### src/rtl/apb_cmd_master.sv
// APB4 master: queues valid/ready commands in a small FIFO, issues them in order as
// APB transfers with a bounded access phase, and returns one response per command.
module apb_cmd_master #(
  parameter int unsigned ADDR_W  = 12,
  parameter int unsigned DATA_W  = 32,
  parameter int unsigned DEPTH   = 4,
  parameter int unsigned TIMEOUT = 16
) (
  input  logic                         sys_clk,
  input  logic                         sys_rst,
  input  logic                         cmd_valid,
  output logic                         cmd_ready,
  input  logic                         cmd_write,
  input  logic [ADDR_W-1:0]            cmd_addr,
  input  logic [DATA_W-1:0]            cmd_wdata,
  input  logic [DATA_W/8-1:0]          cmd_strb,
  output logic                         rsp_valid,
  input  logic                         rsp_ready,
  output logic [DATA_W-1:0]            rsp_rdata,
  output logic                         rsp_err,
  output logic                         rsp_timeout,
  output logic [$clog2(DEPTH+1)-1:0]   cmd_level,
  output logic                         busy,
  output logic                         m_psel,
  output logic                         m_penable,
  output logic                         m_pwrite,
  output logic [ADDR_W-1:0]            m_paddr,
  output logic [DATA_W-1:0]            m_pwdata,
  output logic [DATA_W/8-1:0]          m_pstrb,
  input  logic                         m_pready,
  input  logic                         m_pslverr,
  input  logic [DATA_W-1:0]            m_prdata
);

  localparam int unsigned STRB_W = DATA_W / 8;
  localparam int unsigned PTR_W  = $clog2(DEPTH);
  localparam int unsigned LVL_W  = $clog2(DEPTH + 1);
  localparam int unsigned CNT_W  = (TIMEOUT > 1) ? $clog2(TIMEOUT) : 1;

  localparam logic [PTR_W-1:0] PTR_ONE = PTR_W'(1);
  localparam logic [LVL_W-1:0] LVL_ONE = LVL_W'(1);
  localparam logic [LVL_W-1:0] LVL_MAX = LVL_W'(DEPTH);
  localparam logic [CNT_W-1:0] CNT_ONE = CNT_W'(1);
  localparam logic [CNT_W-1:0] TO_LAST = CNT_W'((TIMEOUT == 0) ? 0 : TIMEOUT - 1);

  typedef enum logic [1:0] {IDLE, SETUP, ACCESS, RESP} state_t;

  state_t              state_q, state_d;
  logic [CNT_W-1:0]    wait_q, wait_d;
  logic [PTR_W-1:0]    wr_ptr_q, rd_ptr_q;
  logic [LVL_W-1:0]    level_q, level_d;
  logic [DATA_W-1:0]   rsp_rdata_q, rsp_rdata_d;
  logic                rsp_err_q, rsp_err_d;
  logic                rsp_to_q, rsp_to_d;
  logic                push, pop, full, empty;

  logic                wr_mem_q   [DEPTH];
  logic [ADDR_W-1:0]   addr_mem_q [DEPTH];
  logic [DATA_W-1:0]   data_mem_q [DEPTH];
  logic [STRB_W-1:0]   strb_mem_q [DEPTH];

  logic                head_wr;
  logic [ADDR_W-1:0]   head_addr;
  logic [DATA_W-1:0]   head_data;
  logic [STRB_W-1:0]   head_strb;

  assign full      = (level_q == LVL_MAX);
  assign empty     = (level_q == '0);
  assign cmd_ready = !full;
  assign push      = cmd_valid && !full;
  assign cmd_level = level_q;
  assign busy      = (state_q != IDLE) || !empty;

  assign head_wr   = wr_mem_q[rd_ptr_q];
  assign head_addr = addr_mem_q[rd_ptr_q];
  assign head_data = data_mem_q[rd_ptr_q];
  assign head_strb = strb_mem_q[rd_ptr_q];

  always_ff @(posedge sys_clk) begin
    if (push) begin
      wr_mem_q[wr_ptr_q]   <= cmd_write;
      addr_mem_q[wr_ptr_q] <= cmd_addr;
      data_mem_q[wr_ptr_q] <= cmd_wdata;
      strb_mem_q[wr_ptr_q] <= cmd_strb;
    end
  end

  always_comb begin
    level_d = level_q;
    if (push && !pop)      level_d = level_q + LVL_ONE;
    else if (!push && pop) level_d = level_q - LVL_ONE;
  end

  always_ff @(posedge sys_clk) begin
    if (sys_rst) begin
      wr_ptr_q    <= '0;
      rd_ptr_q    <= '0;
      level_q     <= '0;
      state_q     <= IDLE;
      wait_q      <= '0;
      rsp_rdata_q <= '0;
      rsp_err_q   <= 1'b0;
      rsp_to_q    <= 1'b0;
    end else begin
      if (push) wr_ptr_q <= wr_ptr_q + PTR_ONE;
      if (pop)  rd_ptr_q <= rd_ptr_q + PTR_ONE;
      level_q     <= level_d;
      state_q     <= state_d;
      wait_q      <= wait_d;
      rsp_rdata_q <= rsp_rdata_d;
      rsp_err_q   <= rsp_err_d;
      rsp_to_q    <= rsp_to_d;
    end
  end

  always_comb begin
    state_d     = state_q;
    wait_d      = wait_q;
    pop         = 1'b0;
    rsp_rdata_d = rsp_rdata_q;
    rsp_err_d   = rsp_err_q;
    rsp_to_d    = rsp_to_q;
    m_psel      = 1'b0;
    m_penable   = 1'b0;
    unique case (state_q)
      IDLE: begin
        if (!empty) begin
          state_d = SETUP;
          wait_d  = '0;
        end
      end
      SETUP: begin
        m_psel  = 1'b1;
        state_d = ACCESS;
      end
      ACCESS: begin
        m_psel    = 1'b1;
        m_penable = 1'b1;
        if (m_pready) begin
          pop         = 1'b1;
          rsp_rdata_d = head_wr ? '0 : m_prdata;
          rsp_err_d   = m_pslverr;
          rsp_to_d    = 1'b0;
          state_d     = RESP;
        end else if ((TIMEOUT != 0) && (wait_q == TO_LAST)) begin
          // Abort on the last permitted access cycle; the slave's late answer is ignored.
          pop         = 1'b1;
          rsp_rdata_d = '0;
          rsp_err_d   = 1'b1;
          rsp_to_d    = 1'b1;
          state_d     = RESP;
        end else begin
          wait_d = wait_q + CNT_ONE;
        end
      end
      RESP: begin
        if (rsp_ready) state_d = IDLE;
      end
      default: state_d = IDLE;
    endcase
  end

  // APB fields come straight from the FIFO head, which cannot move until the pop.
  assign m_pwrite    = m_psel && head_wr;
  assign m_paddr     = m_psel ? head_addr : '0;
  assign m_pwdata    = (m_psel && head_wr) ? head_data : '0;
  assign m_pstrb     = (m_psel && head_wr) ? head_strb : '0;

  assign rsp_valid   = (state_q == RESP);
  assign rsp_rdata   = rsp_rdata_q;
  assign rsp_err     = rsp_err_q;
  assign rsp_timeout = rsp_to_q;

endmodule

### config.mk
export PLATFORM = sky130hd
export DESIGN_NAME = apb_cmd_master
export DESIGN_NICKNAME = d
export VERILOG_FILES = /design/src/rtl/apb_cmd_master.sv
export SDC_FILE = /design/constraint.sdc
export NUM_CORES = 1
export LEC_CHECK = 0
export CAP_MARGIN = 10
export CORE_ASPECT_RATIO = 0.6
export CORE_MARGIN = 5
export CORE_UTILIZATION = 40
export CTS_BUF_LIST = sky130_fd_sc_hd__clkbuf_8
export DETAILED_ROUTE_END_ITERATION = 16
export MAX_ROUTING_LAYER = met4
export PLACE_DENSITY = 0.61
export SLEW_MARGIN = 15
export SYNTH_ARGS = -nofsm -noshare
export SYNTH_HDL_FRONTEND = slang
export SYNTH_SLANG_ARGS = --single-unit
### constraint.sdc
create_clock -name sys_clk -period 3.6 [get_ports sys_clk]
set_input_delay 0.72 -clock sys_clk [delete_from_list [all_inputs] [get_ports sys_clk]]
set_output_delay 0.72 -clock sys_clk [all_outputs]
set_load 0.05 [all_outputs]
* After elaboration in Yosys (flattened, before gate mapping)
Memories as Yosys holds them, arrays and structs flattened. A register that Yosys moved wholly into a read port is not among the register bits.
Cells that the tools add are included.
** Operators by class
- Multiply operators :: 0
- Add/subtract/negate cells :: 5
- Shift operators :: 0
- Reduce and logical (&&, ||, !) cells :: 19
- Equal/unequal tests :: 10
- Order comparisons :: 0
- Muxes and demuxes :: 35
- Bitwise operators :: 0
- Div/mod/pow operators :: 0
** Operators with widths (number)
- 32-bit two-way mux :: 4
- 2-bit two-way mux :: 12
- 4-bit two-way mux :: 4
- 12-bit two-way mux :: 1
- 1-bit two-way mux :: 10
- 2-bit case mux with 4 select lines :: 1
- 4-bit case mux with 2 select lines :: 1
- 2-bit nonzero test :: 4
- 3-bit two-way mux :: 2
- 2-bit != test (second input constant) :: 3
- 2-bit by 1-bit adder with 2-bit output (second input constant) :: 2
- 4-bit by 1-bit adder with 4-bit output (second input constant) :: 1
- 2-bit == test (second input constant) :: 2
- 4-bit == test (second input constant) :: 1
- 1-bit logical AND :: 4
- 1-bit logical NOT :: 4
- 4-bit AND reduction :: 1
- 3-bit by 1-bit adder with 3-bit output (second input constant) :: 1
- 3-bit == test (second input constant) :: 1
- 3-bit logical NOT :: 1
- 3-bit != test (second input constant) :: 1
- 3-bit AND reduction :: 1
- 3-bit by 1-bit subtractor with 3-bit output (second input constant) :: 1
- 2-bit by 1-bit == test with 1-bit output (second input constant) :: 1
- 5 further kinds :: 5
** Storage, ports and cells
- Bits in latches :: 0
- Output and inout bits :: 91
- Memories :: 4
- Bits of input ports :: 87
- Logic and storage cells :: 81
- Bits in writable memories :: 196
- Bits in read-only memories :: 0
- Flip-flop bits (word level) :: 47
** Memories
- data_mem_q :: depth 4, bits a word 32, rd ports 1, clocked after memory_dff 1, write ports 1, RTL line 59 : logic [DATA_W-1:0] data_mem_q [DEPTH];
- addr_mem_q :: depth 4, bits a word 12, rd ports 1, clocked after memory_dff 1, write ports 1, RTL line 58 : logic [ADDR_W-1:0] addr_mem_q [DEPTH];
- strb_mem_q :: depth 4, bits a word 4, rd ports 1, clocked after memory_dff 1, write ports 1, RTL line 60 : logic [STRB_W-1:0] strb_mem_q [DEPTH];
- wr_mem_q :: depth 4, bits a word 1, rd ports 1, clocked after memory_dff 1, write ports 1, RTL line 57 : logic wr_mem_q [DEPTH];

* Depth between registers and ports, before layout
Gate-level depths: netlist (run 1).
- Depth in word-level cells :: 7
- Depth in mapped cells :: 11
- Mapped depth without buffers :: 10

* Least setup slack after synthesis (run 1)
No wires, ideal clock.
- Path kind :: flip-flop to flip-flop
- From :: reg level_q[0] (netlist: cmd_level[0])
- To :: mem addr_mem_q[0][0] (enable)
- Slack :: 718 ps
- Cell stages (with the launch flop) :: 4
- Data required time :: 3188 ps
- Arrival time :: 2471 ps
- Buffers on the path :: 0
- Cells stage by stage :: dfxtp_1 > nor2_1 > a21boi_1 > and2_1
** Between the ends
- Cells in the longest elaborated chain, start to end :: 5
** Ends and longest elaborated chain
- start, declared :: RTL line 51 : logic [LVL_W-1:0] level_q, level_d;
- start signal, assigned :: RTL line 107 : level_q <= level_d;
- 3-bit == test :: RTL line 67 : assign full = (level_q == LVL_MAX);
- 1-bit logical NOT :: RTL line 70 : assign push = cmd_valid && !full;
- 1-bit logical AND :: RTL line 70
- named net push :: RTL line 55 : logic push, pop, full, empty;
- 1-bit two-way mux :: RTL line 80 : if (push) begin
- 1-bit two-way mux (not written as such) :: RTL line 82 : addr_mem_q[wr_ptr_q] <= cmd_addr;
- end, declared :: RTL line 58
The timed path passes the listed nets, and every way through them passes these cells.

==> results of run 1 <==
## stage by stage
step	utilization, %	setup WS, ns
3_3_place_gp	51.5	0.634
5_1_grt	54.6	0.225
2_1_floorplan	-	0.718
3_5_place_dp	51.5	0.564
6_report	54.6	0.384
4_1_cts	54.5	0.301
## synthesized netlist by cell type, types with 3 or more instances
| library cell | n | share of area (%) |
|---|---|---|
| a211oi_1 | 3 | 0.24 |
| a22o_1 | 32 | 3.0 |
| and2_1 | 17 | 1.2 |
| and3_1 | 38 | 2.6 |
| buf_1 | 3 | 0.12 |
| buf_2 | 5 | 0.27 |
| buf_6 | 3 | 0.37 |
| clkbuf_1 | 16 | 0.65 |
| dfxtp_1 | 49 | 11 |
| edfxtp_1 | 196 | 64 |
| ha_1 | 9 | 1.2 |
| inv_1 | 11 | 0.45 |
| mux2i_1 | 3 | 0.33 |
| mux4_2 | 49 | 12 |
| nand2_1 | 6 | 0.24 |
| nor2_1 | 14 | 0.57 |
| xor2_1 | 3 | 0.28 |
## flip-flops by register name, indices dropped and copies added, names as in the netlist, named ones only
| register | flops |
|---|---|
| wr_mem_q | 4 |
| data_mem_q | 128 |
| wr_ptr_q | 2 |
| state_q | 2 |
| rd_ptr_q | 2 |
| cmd_level | 3 |
| rsp_rdata | 32 |
| rsp_err | 1 |
| strb_mem_q | 16 |
| rsp_timeout | 1 |
| addr_mem_q | 48 |
| wait_q | 4 |
## per-layer routing
metal  up-vias  share of wire, %
met1      2708                45
met5         -                 0
met4         0               1.4
li1       2341                 -
met3        29               7.1
met2       166                46
## worst register-to-register path, delay by kind of cell, from the launching register on
| family | cells | cell delay (ns) |
|---|---|---|
| AO/OA/AOI/OAI | 2 | 0.44 |
| XOR/XNOR | 1 | 0.16 |
| adder cells (fa/ha/maj) | 3 | 0.82 |
| buffers and inverters | 2 | 0.16 |
| flip-flops | 1 | 0.34 |
| AND/OR/NAND/NOR | 2 | 0.55 |
## layout make-up
class                           instances  area share (%)
Sequential cell                       245            55.0
Timing Repair Buffer                  191            18.5
Multi-Input combinational cell        196            17.5
Clock buffer                           44            4.84
Tap cell                              315            3.15
Clock inverter                         19           0.650
Inverter                               11           0.330
Antenna cell                            1          0.0200
## kinds of logic (layout without fill, tap and decap cells)
kind of cell | Yosys count | count (layout) | share of synthesized area [%]
DFF | 245 | 245 | 74.4
and+or+nand+nor | 82 | 82 | 5.11
muxes | 52 | 52 | 12.3
AOI/OAI and AO/OA | 47 | 47 | 4.31
buffers and inverters | 40 | 265 | 2.02
adders and majority gates | 10 | 10 | 1.44
xor gates and xnor gates | 5 | 5 | 0.474
other | 0 | 1 | 0
## path summary, 6_finish.rpt
check	to	slack (ns)	from
worst max register to register	cmd_level[2]	1.07	wait_q[0]
worst max-delay path	m_pwdata[24]	0.38	flip-flop
worst min register to register	rsp_rdata[21]	0.47	rsp_rdata[21]
worst min-delay path	rsp_rdata[21]	0.47	rsp_rdata[21]
## where the power goes
group	internal (W)	switching, W
Sequential	0.00342	0.000112
Combinational	0.00130	0.00194
Clock	0.00111	0.00102
Total	0.00583	0.00307
==> metrics.csv, run 1 <==
stage,metric,value,unit
run_status,outcome,"finished, final reports clean",
cts,Post-CTS Repair Setup Buffers,0,
critical_path,"Cell Chain, Critical Path","mux4_2, and3_1, buf_12",
place,Buffers on Ports,177,
sta,fmax,0.311,GHz
critical_path,CP Launch Type,flip-flop,
die,die area,26300,um2
synth,Synth cell types,37,
synth,Post-synth EDFFs,196,
critical_path,CP required,2.88,ns
sta,Fin Hold WS,0.473,ns
place,Post-DP HPWL,13400,um
route,WL/cell,20.9,um
cts,CTS Sinks,245,
cts,PostCTS Resize Cnt,0,
global_route,vias in the first global route,5563,
sta,count of pins over their slew limit,0,
critical_path,crit-path max FO,38,
global_route,most used routing layer,met2,
hold_path,HP Class,reg2reg,
layout,multi-input logic area,2190,um2
critical_path,CP peak stage delay,0.91,ns
route,Residual DRC,0,
layout,Area growth syn-to-layout,35.4,%
sta,slew of the pin with the lowest slew margin,0.788,ns
critical_path,worst r2r path cells,10,
global_route,largest net degree at the start of global routing,50,
cts,Clock Path Buffers,3,
sta,fin crit share,89.3,%
layout,"leading cell type in the layout, fill and taps excluded",edfxtp_1,
sta,Final Skew,0.0156,ns
critical_path,Crit path buffers/inverters,1,
cts,total CTS buffers,38,
sta,Fin Setup TNS,0,ns
global_route,initial antenna violation count,1,
synth,synth warn,0,
pwr,Power Dens Cells,712,nW/um2
critical_path,Crit path depth,3,
run,max-cap violation count,0,
synth,Mapped Area,9230,um2
critical_path,Critical Path AT,2.50,ns
place,Area after DPL,11800,um2
global_route,first-pass GRT wire length,32800,um
route,vias per cell,5.13,
layout,sequential cell area,6870,um2
global_route,GRT met2 Usage,24.4,%
die,row count,43,
synth,post-synthesis async set-or-reset flop share,0,%
layout,design area,12500,um2
layout,share of layout cells above drive strength 1,24.2,%
synth,synthesized area per cell,19.2,um2
sta,post-route minimum period,3.22,ns
place,# placed instances,958,
pwr,Tot Pwr,0.00890,W
synth,"Seq/Total Area, Yosys",74.4,%
route,vias,5244,
die,Initial Util,40.3,%
critical_path,Crit. End Element,primary output,
cts,hold_buf cts,0,
layout,"non-filler cells, final",1022,
cts,Clock transition at path regs,0.06,ns
die,Die W,206,um
layout,Filler cells,1858,
route,DRT Pass-1 Iters,5,
sta,RSZ-0062 raised after global routing,false,
sta,count of final setup violators,0,
critical_path,CP max stage cell,mux4_2,
route,aggregate routed wire length,21300,um
cts,worst-skew pair later-pin latency,0.53,ns
sta,final hold violations,0,
pwr,Pleak,4.38,nW
hold_path,WHS Path Cells,1,
critical_path,crit path kind,reg2out,
global_route,met1 usage,24.3,%
critical_path,cell family with most CP delay,multiplexers,
global_route,global route overflow,0,
cts,H-tree levels,2,
synth,"Net Count, Synth",578,
global_route,grt met3 use,4.20,%
die,Boundary Pins,178,
synth,main flop type after synthesis,edfxtp_1,
place,Placer Congestion,0.789,
layout,Final #Nets,780,
cts,CTS root buffer,clkbuf_8,
sta,Worst slew margin,47.5,%
synth,Seq cells post-synth,245,
route,initial DRC count,348,
pwr,VDD IR max,587,uV
layout,most frequent cells in the layout,"edfxtp_1 (196), clkdlybuf4s50_1 (127), mux4_2 (49)",
global_route,total global-route track usage,16.8,%
synth,cell count after synthesis,481,
die,Core Footprint,22900,um2
route,Post-DRT Antenna Nets,0,
die,die span in y,128,um
cts,CTS tree,built,
No activity file was read; power rests on OpenSTA's default activity.
==> inputs of run 2 (changes only) <==
- CTS_CLUSTER_SIZE: not set -> 40
==> results of run 2 <==
The final DEF is identical to that of run 1; final timing and power are the same.
